===== src/rtl/spm_loader_pkg.sv =====
// Shared definitions for the SPM boot loader: bus widths, SPM access
// direction constants and the loader state encoding.
package spm_loader_pkg;

  localparam int WORD_ADDR_BUS = 30;
  localparam int WORD_WIDTH    = 32;

  localparam logic READ  = 1'b1;
  localparam logic WRITE = 1'b0;

  typedef enum logic [2:0] {
    ST_IDLE,
    ST_RECV,
    ST_WRITE,
    ST_VERIFY,
    ST_VERIFY_TAIL,
    ST_DONE,
    ST_ERROR
  } state_e;

endpackage


===== src/rtl/spm_loader_byte_packer.sv =====
// Packs an accepted byte stream little-endian into 32-bit words; word_valid
// pulses for one cycle once the 4th byte of a word has been shifted in.
module spm_loader_byte_packer
  import spm_loader_pkg::*;
(
  input  logic                  clk,
  input  logic                  reset,
  input  logic                  accept,
  input  logic [7:0]            data,
  output logic                  last,
  output logic [WORD_WIDTH-1:0] word_nxt,
  output logic [WORD_WIDTH-1:0] word,
  output logic                  word_valid
);

  logic [1:0] byte_cnt;

  // Shifting in from the top leaves byte 0 in [7:0] after four accepts.
  assign word_nxt = {data, word[WORD_WIDTH-1:8]};
  assign last     = accept && (byte_cnt == 2'd3);

  always_ff @(posedge clk or negedge reset) begin
    if (!reset) begin
      byte_cnt   <= 2'd0;
      word       <= '0;
      word_valid <= 1'b0;
    end else begin
      word_valid <= last;
      if (accept) begin
        word     <= word_nxt;
        byte_cnt <= byte_cnt + 2'd1;
      end
    end
  end

endmodule


===== src/rtl/spm_loader.sv =====
// Boot-time SPM loader: writes a packed byte stream to consecutive SPM words,
// optionally verifies it by XOR checksum, then hands the SPM to the CPU.
module spm_loader
  import spm_loader_pkg::*;
#(
  parameter bit VERIFY_EN = 1'b1,
  parameter int ADDR_W    = WORD_ADDR_BUS
) (
  input  logic                  clk,
  input  logic                  reset,
  input  logic                  start,
  input  logic [ADDR_W-1:0]     base_addr,
  input  logic [ADDR_W-1:0]     word_cnt,
  input  logic                  in_valid,
  input  logic [7:0]            in_data,
  output logic                  in_ready,
  output logic [ADDR_W-1:0]     test_spm_addr,
  output logic                  test_spm_as_,
  output logic                  test_spm_rw,
  output logic [WORD_WIDTH-1:0] test_spm_wr_data,
  input  logic [WORD_WIDTH-1:0] test_spm_rd_data,
  output logic                  cpu_en,
  output logic                  busy,
  output logic                  done,
  output logic                  err
);

  state_e                state, state_nxt;
  logic [ADDR_W-1:0]     base_q, cnt_q, cur_addr, words_left, vcnt;
  logic [WORD_WIDTH-1:0] wr_sum, rd_sum;
  logic                  rd_pend, start_ok;
  logic                  pk_last, pk_word_valid;
  logic [WORD_WIDTH-1:0] pk_word_nxt, pk_word;

  assign in_ready = (state == ST_RECV);
  assign start_ok = start && (state == ST_IDLE || state == ST_DONE || state == ST_ERROR);

  spm_loader_byte_packer u_byte_packer (
    .clk        (clk),
    .reset      (reset),
    .accept     (in_valid && in_ready),
    .data       (in_data),
    .last       (pk_last),
    .word_nxt   (pk_word_nxt),
    .word       (pk_word),
    .word_valid (pk_word_valid)
  );

  always_ff @(posedge clk or negedge reset) begin
    if (!reset) state <= ST_IDLE;
    else        state <= state_nxt;
  end

  always_comb begin
    state_nxt = state;
    unique case (state)
      ST_IDLE, ST_DONE, ST_ERROR:
        if (start) state_nxt = (word_cnt == '0) ? ST_DONE : ST_RECV;
      ST_RECV:
        if (pk_last) state_nxt = ST_WRITE;
      ST_WRITE:
        if (words_left == ADDR_W'(1)) state_nxt = VERIFY_EN ? ST_VERIFY : ST_DONE;
        else                          state_nxt = ST_RECV;
      ST_VERIFY:
        if (vcnt == '0) state_nxt = ST_VERIFY_TAIL;
      // The last read's data is on the bus this cycle, so fold it in here.
      ST_VERIFY_TAIL:
        state_nxt = ((rd_sum ^ test_spm_rd_data) == wr_sum) ? ST_DONE : ST_ERROR;
      default:
        state_nxt = ST_IDLE;
    endcase
  end

  always_ff @(posedge clk or negedge reset) begin
    if (!reset) begin
      base_q           <= '0;
      cnt_q            <= '0;
      cur_addr         <= '0;
      words_left       <= '0;
      vcnt             <= '0;
      wr_sum           <= '0;
      rd_sum           <= '0;
      rd_pend          <= 1'b0;
      test_spm_addr    <= '0;
      test_spm_as_     <= 1'b1;
      test_spm_rw      <= READ;
      test_spm_wr_data <= '0;
      cpu_en           <= 1'b0;
      busy             <= 1'b0;
      done             <= 1'b0;
      err              <= 1'b0;
    end else begin
      test_spm_as_ <= 1'b1;
      test_spm_rw  <= READ;
      rd_pend      <= (state == ST_VERIFY);
      if (rd_pend)       rd_sum <= rd_sum ^ test_spm_rd_data;
      if (pk_word_valid) wr_sum <= wr_sum ^ pk_word;

      // Strobe is registered on entry so it is live for the single WRITE cycle.
      if (state == ST_RECV && pk_last) begin
        test_spm_as_     <= 1'b0;
        test_spm_rw      <= WRITE;
        test_spm_addr    <= cur_addr;
        test_spm_wr_data <= pk_word_nxt;
      end
      if (state == ST_WRITE) begin
        cur_addr   <= cur_addr + ADDR_W'(1);
        words_left <= words_left - ADDR_W'(1);
      end
      if (state_nxt == ST_VERIFY) begin
        test_spm_as_ <= 1'b0;
        if (state == ST_WRITE) begin
          test_spm_addr <= base_q;
          vcnt          <= cnt_q - ADDR_W'(1);
        end else begin
          test_spm_addr <= test_spm_addr + ADDR_W'(1);
          vcnt          <= vcnt - ADDR_W'(1);
        end
      end
      if (state_nxt == ST_DONE) test_spm_wr_data <= '0;

      busy   <= (state_nxt == ST_RECV) || (state_nxt == ST_WRITE) ||
                (state_nxt == ST_VERIFY) || (state_nxt == ST_VERIFY_TAIL);
      done   <= (state_nxt == ST_DONE);
      cpu_en <= (state_nxt == ST_DONE);
      err    <= (state_nxt == ST_ERROR);

      if (start_ok) begin
        base_q     <= base_addr;
        cnt_q      <= word_cnt;
        cur_addr   <= base_addr;
        words_left <= word_cnt;
        wr_sum     <= '0;
        rd_sum     <= '0;
      end
    end
  end

endmodule


===== config.mk =====
export PLATFORM = sky130hd
export DESIGN_NAME = spm_loader
export DESIGN_NICKNAME = d
export VERILOG_FILES = /design/src/rtl/spm_loader_pkg.sv /design/src/rtl/spm_loader_byte_packer.sv /design/src/rtl/spm_loader.sv
export SDC_FILE = /design/constraint.sdc
export NUM_CORES = 1
export LEC_CHECK = 0
export ABC_AREA = 1
export CAP_MARGIN = 15
export CORE_MARGIN = 2
export CORE_UTILIZATION = 55
export CTS_CLUSTER_DIAMETER = 80
export DETAILED_ROUTE_END_ITERATION = 10
export MAX_ROUTING_LAYER = met4
export PLACE_DENSITY = 0.79
export REMOVE_ABC_BUFFERS = 1
export SLEW_MARGIN = 30
export SYNTH_ARGS = -nofsm -noshare
export SYNTH_HDL_FRONTEND = slang
export SYNTH_SLANG_ARGS = --single-unit

===== constraint.sdc =====
create_clock -name clk -period 2.5 [get_ports clk]
set_clock_uncertainty 0.05 [all_clocks]
set_input_delay 0.5 -clock clk [delete_from_list [all_inputs] [get_ports clk]]
set_output_delay 0.5 -clock clk [all_outputs]
set_load 0.1 [all_outputs]

==> results.toml <==
[placed_design]
placed_area_um2 = 20700
dp_hpwl_mm = 39.3
portBuffers = 172
place.gp.congestion = 0.970

[synth]
synth_edf_count = 0
yosys.area_share.simple = 0.321
synth_top_area_cell = "dfrtp_1"
synth_seq_cells = 320
avgSynthCellArea_um2 = 7.14
synth-xor-area-share = 0.0301
synth-async-reset-ratio = 1.00
synthCells = 2526
synthFlopType = "dfrtp_1"
synth.area.mux_share = 0
synth_compound_area_frac = 0.112
netlist_area_um2 = 18000
ys_types = 44
yosysWarnings = 0
ys_seq_area_frac = 0.444
synth_top_family_by_area = "simple AND/OR/NAND/NOR gates"
synthAdderAreaFrac = 0.00416
synth.top_cell.area_share = 0.441
synthTopCellsByArea = "dfrtp_1, nand2_1, nand3_1"

[clock_network]
cts.sink_count = 320
clock_latency_ns = 0.54
clk_pin_slew_ns = 0.06
htree_num_levels = 2
clockBufferDepth = 3
cts_made_buffers = 38
ctsRootBufferMaster = "clkbuf_16"
tritoncts = "done"

[worst_setup_path]
cp_slowest_cell = "buf_4"
rrSetupSlack_ns = 0.14
r2r-start = "state[2]$_DFF_PN0_"
end_kind = "register"
critical_path_class = "reg -> reg"
crit_chain = "inv_2 > buf_4 > nor2_1 > inv_1 > nand3_4 > buf_4 > o21ai_0 > o21ai_0 > inv_1"
start_kind = "register"
slowest_delay_ns = 0.53
cp_max_fo = 57
reg2reg_to = "cur_addr[15]$_DFFE_PN0P_"
required_ns = 2.87
r2r_cells = 9
cp_data_arrival_time_ns = 2.73

[route]
initialDrtViolationCount = 1665
first_pass_iters = 6
vias_per_cell = 5.57
drc = 0
ant_nets = 0
wl_mm = 54.8
vias = 17900
wl_per_cell_um = 17.1

[power]
pwr_density_cell_nw_per_um2 = 536
power_mw = 11.8
leakage_nw = 11.0
irDropWorstVdd_mv = 0.466

[timing]
maxSlewViolCount = 0
rsz0062_at_grt = "false"
min_period_over_period = 0.944
setup_viol = 0
maxSlewHeadroom = 0.600
post-route-min-period_ns = 2.36
hold_violations = 0
tightest_slew_ns = 0.601
fmax_mhz = 424

[floorplanning]
die_h_um = 185
dieArea_um2 = 34200
core_um2 = 32400
die_w_um = 185
ios = 173
num_rows = 66
start_util = 0.557

[global_route]
grtUsageTotal = 0.334
grt_pass1_wl_mm = 87.8
grt_remaining_overflow = 0
grt_pass1_vias = 17100
grt_max_degree = 74
grt_antenna_before_repair = 1

[flow_run]
maxCapViolCount = 0

[outcome]
status = "complete, no violations"

[finish]
drive_above_1_share = 0.113
layout_common_cells = "nand2_1, dfrtp_1, inv_1"
fin_nets = 2852
final_common_cell = "nand2_1"
final_area_um2 = 22000
syn_to_final_growth_pct = 22.3
fin_util = 0.681
fillers = 2718

[worst_hold_path]
hold_path.class = "in -> async"
kinds of logic (layout without fill, tap and decap cells):
family                   Yosys count  in the layout
AO/OA/AOI/OAI                    351            351
XOR/XNOR                          62             62
adder cells (fa/ha/maj)            6              6
buffers and inverters            401            645
flip-flops                       320            320
other                              0              1
AND/OR/NAND/NOR                 1386           1386
state kept, by name, summed over array words and instances, names as in the netlist:
name,flops
base_q,30
busy,1
cnt_q,30
cur_addr,30
done,1
err,1
rd_pend,1
rd_sum,32
state,3
test_spm_addr,30
test_spm_as_,1
test_spm_rw,1
test_spm_wr_data,32
u_byte_packer.byte_cnt,2
u_byte_packer.word,32
u_byte_packer.word_valid,1
vcnt,30
words_left,30
wr_sum,32
power breakdown:
group	internal (mW)	switching [mW]
registers	5.27	0.0632
logic	0.365	0.421
clock network	3.38	2.31
total	9.01	2.79
cells in the mapped netlist (all sizes together) (8+ instances only):
cell type / number
nand2: 863
or2: 10
buf: 37
nand4: 35
xor2: 43
o31ai: 8
clkbuf: 74
nor2: 189
xnor2: 19
nand3: 240
o211ai: 17
nor3: 31
inv: 289
o221ai: 9
a21oi: 86
o21ai: 200
a31oi: 14
dfrtp: 318
layout make-up:
class	count	area, um2	area share
diodes	1	2.50	0.000113
clock buffers	53	1090	0.0494
multi-input cells	1805	8490	0.385
clock inverters	15	193	0.00874
repair buffers	287	2620	0.119
inverters	290	1090	0.0495
well taps	442	553	0.0251
flip-flops and latches	320	8010	0.363
metal layers:
| layer | part of all wire | wire [um] | GRT usage |
|---|---|---|---|
| met1 | 0.43 | 23500 | 0.444 |
| met3 | 0.067 | 3670 | 0.0397 |
| met4 | 0.039 | 2130 | 0.131 |
| met5 | 0 | 0 | - |
| met2 | 0.47 | 25500 | 0.527 |
worst max-delay path by stage:
stage / from / endpoint / cells after the start
after floorplan: state[1]$_DFF_PN0_ / vcnt[1]$_DFFE_PN0N_ / 10
after global placement: test_spm_rd_data[4] / vcnt[5]$_DFFE_PN0N_ / 15
after detailed placement: test_spm_rd_data[11] / vcnt[5]$_DFFE_PN0N_ / 14
after CTS: state[0]$_DFF_PN0_ / vcnt[19]$_DFFE_PN0N_ / 15
after global routing: state[0]$_DFF_PN0_ / vcnt[19]$_DFFE_PN0N_ / 13
final: state[2]$_DFF_PN0_ / cur_addr[15]$_DFFE_PN0P_ / 9
metrics by stage:
stage                     setup WS [ns]  hold WS, ns  std cells  setup TNS (ns)
after global placement           -0.211        0.391       3138          -15.73
final                             0.141        0.424       3213               0
after detailed placement         -0.265        0.393       3138          -18.89
after floorplan                   -5.48        0.154       2415         -821.81
after CTS                         0.124        0.424       3207               0
after global routing            0.00426        0.446       3213               0
critical path: cells and delay by family (launching register included):
| family | cells | cell delay (ns) |
|---|---|---|
| compound gates | 2 | 0.42 |
| buf+inv | 5 | 0.95 |
| flops | 1 | 0.41 |
| simple gates | 2 | 0.40 |
what timing repair did:
action | in CTS | in global routing
hold buffers | 1 | 0
buffers inserted | 0 | 5
endpoints found under the hold margin | 41 | 0
setup endpoints to repair | 0 | 14
resized for setup | 0 | 7
No activity file was read; power rests on OpenSTA's default activity.
